--- config.mk ---
export PLATFORM = sky130hd
export DESIGN_NAME = alu_seq
export DESIGN_NICKNAME = d
export VERILOG_FILES = /design/src/rtl/alu_seq.sv
export SDC_FILE = /design/constraint.sdc
export NUM_CORES = 1
export LEC_CHECK = 0
export BUFFER_PORTS_ARGS = -buffer_cell sky130_fd_sc_hd__buf_4
export CORE_UTILIZATION = 55
export DETAILED_ROUTE_END_ITERATION = 8
export PLACE_DENSITY = 0.79
export SLEW_MARGIN = 5
export SYNTH_ARGS = -nofsm -noshare
export SYNTH_HDL_FRONTEND = slang
export SYNTH_SLANG_ARGS = --single-unit
--- constraint.sdc ---
create_clock -name clk_i -period 5.5 [get_ports clk_i]
set_clock_uncertainty 0.1 [all_clocks]
set_input_delay 0.825 -clock clk_i [delete_from_list [all_inputs] [get_ports clk_i]]
set_output_delay 0.825 -clock clk_i [all_outputs]
set_load 0.02 [all_outputs]
--- src/rtl/alu_seq.sv ---
// alu_seq: registered WIDTH-bit ALU with a persistent NZVC flag register.
// Single-cycle ops (ADD/SUB/ADC/SBC/AND/OR/XOR/NOT) complete one cycle after start.
// Shifts (SHL/SHR/SAR) iterate one bit per cycle under a start/busy/done handshake.
// Optional feature macro: ALU_SEQ_MUL_EN enables op 11 MUL, an iterative shift-add
// multiply. Without the macro, op 11 is illegal and no multiplier state exists.
module alu_seq #(
    parameter int unsigned WIDTH   = 8,
    parameter int unsigned SHAMT_W = $clog2(WIDTH)
) (
    input  logic             clk_i,
    input  logic             rst_n,
    input  logic             start_i,
    input  logic [3:0]       op_i,
    input  logic [WIDTH-1:0] a_i,
    input  logic [WIDTH-1:0] b_i,
    output logic [WIDTH-1:0] result_o,
    output logic [3:0]       nzvc_o,
    output logic             busy_o,
    output logic             done_o
);

    localparam int unsigned CntW = SHAMT_W + 1;

    localparam logic [3:0] OpAdd = 4'd0;
    localparam logic [3:0] OpSub = 4'd1;
    localparam logic [3:0] OpAdc = 4'd2;
    localparam logic [3:0] OpSbc = 4'd3;
    localparam logic [3:0] OpAnd = 4'd4;
    localparam logic [3:0] OpOr  = 4'd5;
    localparam logic [3:0] OpXor = 4'd6;
    localparam logic [3:0] OpNot = 4'd7;
    localparam logic [3:0] OpShl = 4'd8;
    localparam logic [3:0] OpShr = 4'd9;
    localparam logic [3:0] OpSar = 4'd10;
`ifdef ALU_SEQ_MUL_EN
    localparam logic [3:0] OpMul = 4'd11;
`endif

    typedef enum logic [1:0] {
        StIdle,
        StExec,
        StShift
`ifdef ALU_SEQ_MUL_EN
        ,
        StMul
`endif
    } state_e;

    state_e             state_q, state_d;
    logic [WIDTH-1:0]   result_q, result_d;
    logic [3:0]         nzvc_q, nzvc_d;
    logic               done_q, done_d;
    logic [WIDTH-1:0]   work_q, work_d;     // shift operand, or multiplier under MUL
    logic [CntW-1:0]    cnt_q, cnt_d;
    logic [1:0]         sop_q, sop_d;       // latched shift kind: op[1:0] of SHL/SHR/SAR
`ifdef ALU_SEQ_MUL_EN
    logic [2*WIDTH-1:0] acc_q, acc_d;
    logic [2*WIDTH-1:0] mcand_q, mcand_d;
    logic [2*WIDTH-1:0] acc_nx;
`endif

    logic             cin;
    logic [WIDTH:0]   ext;
    logic             v_w;
    logic [WIDTH-1:0] shifted;
    logic             sh_out;

    function automatic logic [3:0] mk_flags(input logic [WIDTH-1:0] r, input logic v,
                                            input logic c);
        return {r[WIDTH-1], (r == '0), v, c};
    endfunction

    // Next-state: op decode and launch in IDLE/EXEC, iteration in SHIFT/MUL.
    always_comb begin
        state_d  = state_q;
        result_d = result_q;
        nzvc_d   = nzvc_q;
        done_d   = 1'b0;
        work_d   = work_q;
        cnt_d    = cnt_q;
        sop_d    = sop_q;
`ifdef ALU_SEQ_MUL_EN
        acc_d    = acc_q;
        mcand_d  = mcand_q;
        acc_nx   = acc_q;
`endif
        cin      = ((op_i == OpAdc) || (op_i == OpSbc)) && nzvc_q[0];
        ext      = '0;
        v_w      = 1'b0;
        shifted  = work_q;
        sh_out   = 1'b0;

        unique case (state_q)
            // EXEC is the done cycle of a single-cycle op; it accepts start like IDLE
            // so back-to-back ops need no bubble.
            StIdle, StExec: begin
                state_d = StIdle;
                if (start_i) begin
                    state_d = StExec;
                    done_d  = 1'b1;
                    case (op_i)
                        OpAdd, OpAdc: begin
                            ext = {1'b0, a_i} + {1'b0, b_i} + {{WIDTH{1'b0}}, cin};
                            v_w = (a_i[WIDTH-1] == b_i[WIDTH-1]) &&
                                  (ext[WIDTH-1] != a_i[WIDTH-1]);
                            result_d = ext[WIDTH-1:0];
                            nzvc_d   = mk_flags(ext[WIDTH-1:0], v_w, ext[WIDTH]);
                        end
                        OpSub, OpSbc: begin
                            // Top bit of the WIDTH+1 difference is the borrow.
                            ext = {1'b0, a_i} - {1'b0, b_i} - {{WIDTH{1'b0}}, cin};
                            v_w = (a_i[WIDTH-1] != b_i[WIDTH-1]) &&
                                  (ext[WIDTH-1] != a_i[WIDTH-1]);
                            result_d = ext[WIDTH-1:0];
                            nzvc_d   = mk_flags(ext[WIDTH-1:0], v_w, ext[WIDTH]);
                        end
                        OpAnd: begin
                            result_d = a_i & b_i;
                            nzvc_d   = mk_flags(a_i & b_i, 1'b0, 1'b0);
                        end
                        OpOr: begin
                            result_d = a_i | b_i;
                            nzvc_d   = mk_flags(a_i | b_i, 1'b0, 1'b0);
                        end
                        OpXor: begin
                            result_d = a_i ^ b_i;
                            nzvc_d   = mk_flags(a_i ^ b_i, 1'b0, 1'b0);
                        end
                        OpNot: begin
                            result_d = ~a_i;
                            nzvc_d   = mk_flags(~a_i, 1'b0, 1'b0);
                        end
                        OpShl, OpShr, OpSar: begin
                            if (b_i[SHAMT_W-1:0] == '0) begin
                                // Zero amount finishes like a single-cycle op.
                                result_d = a_i;
                                nzvc_d   = mk_flags(a_i, 1'b0, 1'b0);
                            end else begin
                                state_d = StShift;
                                done_d  = 1'b0;
                                work_d  = a_i;
                                cnt_d   = {1'b0, b_i[SHAMT_W-1:0]};
                                sop_d   = op_i[1:0];
                            end
                        end
`ifdef ALU_SEQ_MUL_EN
                        OpMul: begin
                            state_d = StMul;
                            done_d  = 1'b0;
                            work_d  = b_i;
                            mcand_d = {{WIDTH{1'b0}}, a_i};
                            acc_d   = '0;
                            cnt_d   = CntW'(WIDTH);
                        end
`endif
                        // Illegal: result and flags hold, done still pulses.
                        default: ;
                    endcase
                end
            end
            StShift: begin
                case (sop_q)
                    2'd0: begin
                        shifted = {work_q[WIDTH-2:0], 1'b0};
                        sh_out  = work_q[WIDTH-1];
                    end
                    2'd1: begin
                        shifted = {1'b0, work_q[WIDTH-1:1]};
                        sh_out  = work_q[0];
                    end
                    default: begin
                        shifted = {work_q[WIDTH-1], work_q[WIDTH-1:1]};
                        sh_out  = work_q[0];
                    end
                endcase
                if (cnt_q == CntW'(1)) begin
                    state_d  = StIdle;
                    done_d   = 1'b1;
                    result_d = shifted;
                    nzvc_d   = mk_flags(shifted, 1'b0, sh_out);
                end else begin
                    work_d = shifted;
                    cnt_d  = cnt_q - CntW'(1);
                end
            end
`ifdef ALU_SEQ_MUL_EN
            StMul: begin
                acc_nx = work_q[0] ? (acc_q + mcand_q) : acc_q;
                if (cnt_q == CntW'(1)) begin
                    state_d  = StIdle;
                    done_d   = 1'b1;
                    result_d = acc_nx[WIDTH-1:0];
                    nzvc_d   = mk_flags(acc_nx[WIDTH-1:0], |acc_nx[2*WIDTH-1:WIDTH],
                                        |acc_nx[2*WIDTH-1:WIDTH]);
                end else begin
                    acc_d   = acc_nx;
                    mcand_d = mcand_q << 1;
                    work_d  = work_q >> 1;
                    cnt_d   = cnt_q - CntW'(1);
                end
            end
`endif
            default: state_d = StIdle;
        endcase
    end

    // State and datapath registers; reset aborts any op in flight.
    always_ff @(posedge clk_i or negedge rst_n) begin
        if (!rst_n) begin
            state_q  <= StIdle;
            result_q <= '0;
            nzvc_q   <= 4'b0000;
            done_q   <= 1'b0;
            work_q   <= '0;
            cnt_q    <= '0;
            sop_q    <= 2'd0;
`ifdef ALU_SEQ_MUL_EN
            acc_q    <= '0;
            mcand_q  <= '0;
`endif
        end else begin
            state_q  <= state_d;
            result_q <= result_d;
            nzvc_q   <= nzvc_d;
            done_q   <= done_d;
            work_q   <= work_d;
            cnt_q    <= cnt_d;
            sop_q    <= sop_d;
`ifdef ALU_SEQ_MUL_EN
            acc_q    <= acc_d;
            mcand_q  <= mcand_d;
`endif
        end
    end

    // Outputs come straight from registers; busy reflects the iterative states.
    always_comb begin
        result_o = result_q;
        nzvc_o   = nzvc_q;
        done_o   = done_q;
`ifdef ALU_SEQ_MUL_EN
        busy_o   = (state_q == StShift) || (state_q == StMul);
`else
        busy_o   = (state_q == StShift);
`endif
    end

endmodule

==> flow_summary.json, run 1 <==
{
  "outcome": "finished clean",
  "die_area_um2": 5960,
  "initial_core_util": 0.569,
  "die_height_um": 77.2,
  "clkLatencyLatePin_ns": 0.28,
  "crit_fanout": 27,
  "grt_pass1_wl_um": 15900,
  "p_int_w": 0.000597,
  "synth-seq-cells": 28,
  "drt_iter0_markers": 258,
  "vias": 3177,
  "htree_num_levels": 1,
  "synth-main-ff-cell": "dfrtp_1",
  "synth_async_sr_flop_share": 1.00,
  "hold_buffers": 0,
  "static-leakage-power_nw": 1.51,
  "cts_tree": "done",
  "final_common_cell": "buf_4",
  "grtUsageTotal": 0.345,
  "grt_overflow": 0,
  "ys_types": 62,
  "drive_gt1_frac": 0.141,
  "pwr-share-comb": 0.495,
  "dp.cells": 480,
  "clockBufferDepth": 2,
  "core_um2": 5470,
  "drt_drc_violations_left": 0,
  "finalHoldViolCount": 0,
  "numCtsBuffers": 3,
  "hp-class": "in -> async",
  "postCtsResizedCells": 0,
  "finalCritPeriodShare": 0.744,
  "drtPass1Iterations": 6,
  "wl_per_cell_um": 20.5,
  "swShare": 0.427,
  "syn_area_um2": 3110,
  "layout_min_cycle_time_ns": 4.09,
  "port_buffers": 36,
  "ir_drop_v": 0.000193,
  "post_cts_buffers": 0,
  "final_cells": 484,
  "num_rows": 27,
  "pwr-share-clk": 0.158,
  "area_growth_pct": 11.1,
  "die_w_um": 77.2,
  "power.switching_w": 0.000445,
  "yosysSeqAreaShare": 0.225,
  "ant_nets": 0,
  "final_cell_mix": "buf_4 (37), nor2_1 (35), inv_1 (33), o21ai_0 (33), ha_1 (32)",
  "viasPerCell": 6.56,
  "synth_edf_count": 0,
  "grt_setup_unrepaired": "false",
  "cp-start-kind": "primary input",
  "nNetsFinal": 472,
  "end_kind": "flip-flop",
  "syn_inst": 390,
  "finalSetupViolCount": 0,
  "power.density_nw_per_um2": 301,
  "n_fill_cell": 499,
  "grt_max_degree": 29,
  "seqPwrFrac": 0.347,
  "tightest_slew_ns": 1.20,
  "syn_area_per_cell_um2": 7.98,
  "regArea_um2": 701,
  "drv_cap": 0,
  "path_clk_slew_ns": 0.10,
  "tns_ns": 0,
  "numClockSinks": 28,
  "dp_hpwl_um": 7700,
  "synth_warnings": 0,
  "routed_wl_um": 9950,
  "antenna_found_initial": 0,
  "ioPinCount": 37,
  "diodes": 0,
  "multi_input_area_um2": 2190,
  "max-slew-margin-rel": 0.201,
  "root_buffer": "clkbuf_8",
  "critical_path_class": "in -> reg",
  "cp.arrival_ns": 4.17,
  "drv_slew": 0,
  "hold_slack_ns": 0.352,
  "max_freq_ghz": 0.244,
  "syn_nets": 449,
  "cp_data_required_time_ns": 5.57,
  "grt_pass1_vias": 3012,
  "gp_congestion": 1.02
}
routing by layer:
| metal | wire, um | track usage |
|---|---|---|
| met3 | 811 | 0.0560 |
| met1 | 3950 | 0.428 |
| met2 | 4620 | 0.558 |
| met5 | 0 | 0 |
| met4 | 564 | 0.206 |
cell families (layout without fill, tap and decap cells):
logic type / count (synthesis) / in the layout / synth area share
buffers and inverters: 53 / 75 / 0.0708
adder cells (fa/ha/maj): 36 / 36 / 0.154
AO/OA/AOI/OAI: 130 / 130 / 0.285
multiplexers: 12 / 12 / 0.0402
AND/OR/NAND/NOR: 121 / 121 / 0.196
XOR/XNOR: 10 / 10 / 0.0281
flip-flops: 28 / 28 / 0.225
state kept, by name (all words and copies together), names as in the netlist:
name / count
work_q: 8
result_o: 8
state_q: 2
cnt_q: 4
done_o: 1
nzvc_o: 3
sop_q: 2
synthesized netlist by cell type (all sizes together), types with 4 or more instances:
cell type | count | area [um^2]
nand3 | 7 | 35.0
ha | 32 | 400
nor2b | 4 | 25.0
xor2 | 4 | 35.0
nand2 | 25 | 93.8
inv | 34 | 128
or4 | 4 | 30.0
nor2 | 35 | 131
a21oi | 23 | 115
mux2i | 8 | 80.1
fa | 4 | 80.1
nor3 | 12 | 60.1
o31ai | 4 | 30.0
xnor2 | 6 | 52.6
dfrtp | 28 | 701
buf | 8 | 51.3
o21a | 7 | 52.6
o22ai | 4 | 25.0
nand4 | 4 | 25.0
o21ai | 35 | 186
mux2 | 4 | 45.0
clkbuf | 11 | 41.3
nand2b | 4 | 25.0
a211oi | 12 | 90.1
or3 | 4 | 30.0
o211ai | 9 | 72.6
nor4 | 10 | 62.6
a221o | 5 | 50.1
final cells by class:
| cell class | count | share of cell area |
|---|---|---|
| Clock buffer | 3 | 0.0119 |
| Sequential cell | 28 | 0.203 |
| Timing Repair Buffer | 37 | 0.0803 |
| Clock inverter | 1 | 0.00868 |
| Tap cell | 72 | 0.0260 |
| Multi-Input combinational cell | 309 | 0.634 |
| Inverter | 34 | 0.0369 |
final timing paths:
check | startpoint | to | slack [ns] | depth (start not counted)
hold reg to reg | result_o[0] | result_o[0] | 0.39 | 2
hold / removal | rst_n | sop_q[1] | 0.35 | 1
min in group clk_i | result_o[0] | result_o[0] | 0.39 | 2
setup reg to reg | nzvc_o[0] | result_o[4] | 1.72 | 13
max in group asynchronous | rst_n | work_q[3] | 4.68 | 1
setup / recovery | op_i[2] | result_o[4] | 1.41 | 15
critical path, cell delays in order:
cell and delay, ns:
buf_4 0.24, nor2_1 0.06, nand3_1 0.14, inv_1 0.07, fa_1 0.55, inv_1 0.07
ha_1 0.18, or2_2 0.30, fa_1 0.40, o21a_1 0.21, nor3_1 0.20, nor3_1 0.07
o311ai_0 0.39, o21ai_0 0.15, mux2_2 0.29
per-stage QoR:
step                      utilization  worst slack, ns  power, W  area (um^2)
final                           0.632             1.41   0.00104         3460
after global routing            0.632             1.21   0.00110         3460
after CTS                       0.632             1.48   0.00103         3460
after detailed placement        0.619             1.19  0.000870         3390
after global placement          0.619             1.35  0.000858         3390
after floorplan                     -             1.11  0.000696         3110
power by group through the flow:
stage,combinational (W),clock (W),sequential [W]
after global routing,0.000563,0.000170,0.000372
final,0.000515,0.000165,0.000362
after CTS,0.000509,0.000165,0.000360
after global placement,0.000499,0,0.000359
after floorplan,0.000322,0,0.000374
after detailed placement,0.000507,0,0.000364
Note: power is estimated with default switching activity, not from simulation.
==> run 2, diff against run 1 <==
==> constraint.sdc (replaced) <==
create_clock -name clk_i -period 3.8 [get_ports clk_i]
set_clock_uncertainty 0.1 [all_clocks]
set_input_delay 0.57 -clock clk_i [delete_from_list [all_inputs] [get_ports clk_i]]
set_output_delay 0.57 -clock clk_i [all_outputs]
set_load 0.02 [all_outputs]
==> flow_summary.json, run 2 (synthesized netlist as in run 1, its figures left out) <==
{
  "outcome": "finished clean",
  "ant_nets": 0,
  "dp_hpwl_um": 7380,
  "viasPerCell": 6.44,
  "clockBufferDepth": 2,
  "die_w_um": 77.2,
  "drtPass1Iterations": 5,
  "hp-class": "in -> async",
  "grt_pass1_wl_um": 15400,
  "routed_wl_um": 9460,
  "drv_cap": 0,
  "diodes": 0,
  "final_common_cell": "buf_4",
  "end_kind": "flip-flop",
  "cp.arrival_ns": 3.46,
  "dp_slack_ns": 0.183,
  "tightest_slew_ns": 0.875,
  "wl_per_cell_um": 19.4,
  "port_buffers": 36,
  "layout_min_cycle_time_ns": 3.40,
  "numCtsBuffers": 3,
  "ioPinCount": 37,
  "root_buffer": "clkbuf_8",
  "tns_ns": 0,
  "num_rows": 27,
  "nNetsFinal": 476,
  "drt_drc_violations_left": 0,
  "numClockSinks": 28,
  "crit_fanout": 3,
  "cts_tree": "done",
  "finalSetupViolCount": 0,
  "drt_iter0_markers": 255,
  "htree_num_levels": 1,
  "area_growth_pct": 11.4,
  "finalCritPeriodShare": 0.895,
  "power.switching_w": 0.000633,
  "ir_drop_v": 0.000211,
  "p_int_w": 0.000798,
  "finalHoldViolCount": 0,
  "setup_slack_ns": 0.400,
  "power.density_nw_per_um2": 413,
  "grt_max_degree": 29,
  "grt_pass1_vias": 3025,
  "max_freq_ghz": 0.294,
  "pwr-share-clk": 0.111,
  "antenna_found_initial": 0,
  "static-leakage-power_nw": 1.52,
  "n_fill_cell": 554,
  "grt_setup_unrepaired": "false",
  "initial_core_util": 0.569,
  "grt_overflow": 0,
  "clkLatencyLatePin_ns": 0.27,
  "seqPwrFrac": 0.365,
  "grtUsageTotal": 0.327,
  "critical_path_class": "reg -> reg",
  "path_clk_slew_ns": 0.09,
  "drive_gt1_frac": 0.152,
  "cp-start-kind": "flip-flop",
  "max-slew-margin-rel": 0.412,
  "multi_input_area_um2": 2200,
  "drv_slew": 0,
  "postCtsResizedCells": 0,
  "die_height_um": 77.2,
  "core_um2": 5470,
  "hold_buffers": 0,
  "pwr-share-comb": 0.524,
  "cp_data_required_time_ns": 3.86,
  "regArea_um2": 701,
  "gp_congestion": 1.00,
  "swShare": 0.442,
  "post_cts_buffers": 0,
  "die_area_um2": 5960,
  "vias": 3135,
  "final_cell_mix": "buf_4 (41), nor2_1 (35), inv_1 (33), o21ai_0 (32), ha_1 (32)"
}
run 2: power groups by stage:
stage	registers, W	logic (W)	clock network [W]
2_1_floorplan	0.000542	0.000470	0
3_3_place_gp	0.000523	0.000725	0
3_5_place_dp	0.000525	0.000738	0
4_1_cts	0.000519	0.000741	0.000158
5_1_grt	0.000536	0.000823	0.000165
6_report	0.000523	0.000750	0.000159
run 2: critical path, stage by stage, from the launching register on:
cell and delay (ns):
dfrtp_1 0.47, nand3_1 0.16, inv_1 0.06, fa_1 0.52
inv_1 0.07, ha_1 0.19, or2_2 0.30, fa_2 0.36
o21a_1 0.22, nor3_2 0.14, nor3_1 0.07, o311ai_0 0.27
o21ai_1 0.10, mux2_2 0.27
run 2: per-layer routing:
| layer | vias to the layer above | part of all wire | global-route usage |
|---|---|---|---|
| met5 | - | 0 | 0 |
| met4 | 0 | 0.034 | 0.147 |
| met3 | 24 | 0.077 | 0.0321 |
| met2 | 163 | 0.47 | 0.544 |
| met1 | 1462 | 0.42 | 0.424 |
| li1 | 1486 | - | - |
run 2: per-stage QoR:
step	util	hold slack [ns]	total power [W]	area, um^2	instances
6_report	0.633	0.0992	0.00143	3470	487
5_1_grt	0.633	0.132	0.00152	3470	487
4_1_cts	0.633	0.113	0.00142	3470	487
3_5_place_dp	0.626	0.384	0.00126	3420	484
3_3_place_gp	0.626	0.365	0.00125	3420	484
2_1_floorplan	-	0.174	0.00101	3140	390
run 2: final timing paths:
kind                              from     endpoint  slack (ns)  depth (start not counted)
max                          nzvc_o[0]  result_o[4]        0.40                         13
min                              rst_n     cnt_q[0]         0.1                          1
max reg2reg                  nzvc_o[0]  result_o[4]        0.40                         13
min reg2reg                result_o[1]  result_o[1]        0.40                          2
max in group asynchronous        rst_n    work_q[0]        3.24                          1
min in group clk_i         result_o[1]  result_o[1]        0.40                          2
run 2: final cells by class:
cell class	instances	share of cell area
timing repair buffer	41	0.0888
inverter	34	0.0368
tap	72	0.0260
clock buffer	3	0.0119
multi-input combinational	309	0.634
sequential	28	0.202
==> run 3, diff against run 2 <==
--- a/config.mk
+++ b/config.mk
@@ -5,6 +5,7 @@
 export SDC_FILE = /design/constraint.sdc
 export NUM_CORES = 1
 export LEC_CHECK = 0
+export ABC_AREA = 1
 export BUFFER_PORTS_ARGS = -buffer_cell sky130_fd_sc_hd__buf_4
 export CORE_UTILIZATION = 55
 export DETAILED_ROUTE_END_ITERATION = 8
==> flow_summary.json, run 3 <==
{
  "drive_gt1_frac": 0.123,
  "synth-seq-cells": 28,
  "viasPerCell": 5.84,
  "gp_congestion": 0.969,
  "dp_slack_ns": 0.379,
  "synth_top_area_share": 0.217,
  "routed_wl_um": 9910,
  "design_area_um2": 3560,
  "final_cells": 601,
  "grt_pass1_wl_um": 16100,
  "synth_edf_count": 0,
  "cts_tree": "done",
  "syn_nets": 558,
  "die_height_um": 78.6,
  "crit_fanout": 6,
  "syn_area_per_cell_um2": 6.47,
  "cp-start-kind": "primary input",
  "ir_drop_v": 0.000259,
  "cp.arrival_ns": 3.31,
  "grtUsageTotal": 0.337,
  "slowest_delay_ns": 0.45,
  "n_fill_cell": 573,
  "r2r_start": "nzvc_o[0]",
  "initial_core_util": 0.579,
  "drv_slew": 0,
  "netlist_top_cells_area": "dfrtp_1 (22%), nand2_1 (15%), ha_1 (12%), inv_1 (8.0%), nor2_1 (6.9%)",
  "max-slew-margin-rel": 0.422,
  "final_cell_mix": "nand2_1 (127), inv_1 (69), nor2_1 (59), nand3_1 (39), buf_4 (37)",
  "yosysMostFrequentCell": "nand2_1",
  "ioPinCount": 37,
  "numClockSinks": 28,
  "dp.cells": 598,
  "ys_types": 39,
  "crit_top_cell": "nand2_1",
  "root_buffer": "clkbuf_8",
  "wl_per_cell_um": 16.5,
  "cp_data_required_time_ns": 3.93,
  "finalCritPeriodShare": 0.838,
  "synth-main-ff-cell": "dfrtp_1",
  "die_w_um": 78.6,
  "hp-class": "in -> async",
  "synth_async_sr_flop_share": 1.00,
  "post_cts_buffers": 0,
  "path_cells": "buf_4 > nor2_1 > nand3_1 > inv_1 > fa_1 > ha_1 > or2_2 > fa_1 > xor2_1 > nand2_1 > nor2_1 > nand2_1 > nor2_1 > nand4_1 > nand3_2 > nand2_1 > nand2_1",
  "area_growth_pct": 10.4,
  "outcome": "finished clean",
  "clockBufferDepth": 2,
  "postCtsResizedCells": 0,
  "die_area_um2": 6180,
  "worst-path-buf-inv": 2,
  "tightest_slew_ns": 0.863,
  "yosysSeqAreaShare": 0.217,
  "dpl_cell_area_um2": 3520,
  "grt_overflow": 0,
  "num_rows": 27,
  "setup_slack_ns": 0.617,
  "drt_drc_violations_left": 0,
  "cpMaxStageDelayCell": "fa_1",
  "numCtsBuffers": 3,
  "yosys.area.top_type": "dfrtp_1",
  "ant_nets": 0,
  "cp_top_family": "simple AND/OR/NAND/NOR gates",
  "critical_path_class": "in -> reg",
  "end_kind": "flip-flop",
  "layout_min_cycle_time_ns": 3.18,
  "power.density_nw_per_um2": 416,
  "drv_cap": 0,
  "dp_hpwl_um": 8000,
  "syn_inst": 499,
  "vias": 3509,
  "tns_ns": 0,
  "drt_iter0_markers": 281,
  "grt_max_degree": 29,
  "htree_num_levels": 1,
  "diodes": 0,
  "power.total_w": 0.00148,
  "core_um2": 5570,
  "finalSetupViolCount": 0,
  "nNetsFinal": 590,
  "path_clk_slew_ns": 0.09,
  "startpoint": "op_i[3]",
  "synthTopCellsByCount": "nand2_1 (127), inv_1 (69), nor2_1 (59)",
  "clkLatencyLatePin_ns": 0.28,
  "port_buffers": 36,
  "grt_pass1_vias": 3326,
  "syn_area_um2": 3230,
  "drtPass1Iterations": 5,
  "grt_setup_unrepaired": "false",
  "max_freq_ghz": 0.314,
  "antenna_found_initial": 0,
  "static-leakage-power_nw": 1.85,
  "finalHoldViolCount": 0,
  "final_common_cell": "nand2_1",
  "hold_buffers": 0,
  "synth_warnings": 0
}
## run 3: metal layers
layer	track usage	routed length (um)	vias to the layer above
li1	-	-	1705
met4	0.126	285	0
met1	0.435	4210	1612
met5	0	0	-
met3	0.0233	672	27
met2	0.584	4740	165
## run 3: path summary, 6_finish.rpt
kind / endpoint / slack, ns / cells past startpoint
min reg2reg: nzvc_o[1] / 0.39 / 2
min in group clk_i: nzvc_o[1] / 0.39 / 2
max: nzvc_o[2] / 0.62 / 17
min: work_q[0] / 0.1 / 1
max reg2reg: nzvc_o[2] / 0.62 / 16
max in group asynchronous: work_q[6] / 3.24 / 1
## run 3: final cells by class
class                      instances  area [um^2]  share of cell area
sequential                        28          701               0.197
tap                               72         90.1              0.0253
timing repair buffer              37          278              0.0779
clock buffer                       3         41.3              0.0116
multi-input combinational        386         2170               0.609
inverter                          75          283              0.0793
## run 3: stage by stage
step / util / hold slack (ns)
after floorplan: - / 0.174
after global placement: 0.632 / 0.366
after detailed placement: 0.632 / 0.368
after CTS: 0.640 / 0.109
after global routing: 0.640 / 0.119
final: 0.640 / 0.0972
## run 3: kinds of logic (layout without fill, tap and decap cells)
| group | count (synthesis) | in the layout | synth area share |
|---|---|---|---|
| buffers and inverters | 85 | 115 | 0.110 |
| AO/OA/AOI/OAI | 76 | 76 | 0.139 |
| AND/OR/NAND/NOR | 269 | 269 | 0.371 |
| adder cells (fa/ha/maj) | 36 | 36 | 0.149 |
| multiplexers | 1 | 1 | 0.00349 |
| XOR/XNOR | 4 | 4 | 0.0109 |
| flip-flops | 28 | 28 | 0.217 |
## run 3: worst reg2reg max path: cells and delay by family, from the launching register on
family	cells	cell delay (ns)
xor+xnor	1	0.19
fa+ha+maj	3	1.14
buf+inv	2	0.17
flops	1	0.45
simple gates	10	1.08
## run 3: power breakdown
part           internal [W]  leakage [nW]  switching, W
Sequential         0.000414         0.338     0.0000758
Combinational      0.000298          1.49      0.000533
Clock             0.0000714        0.0216     0.0000922
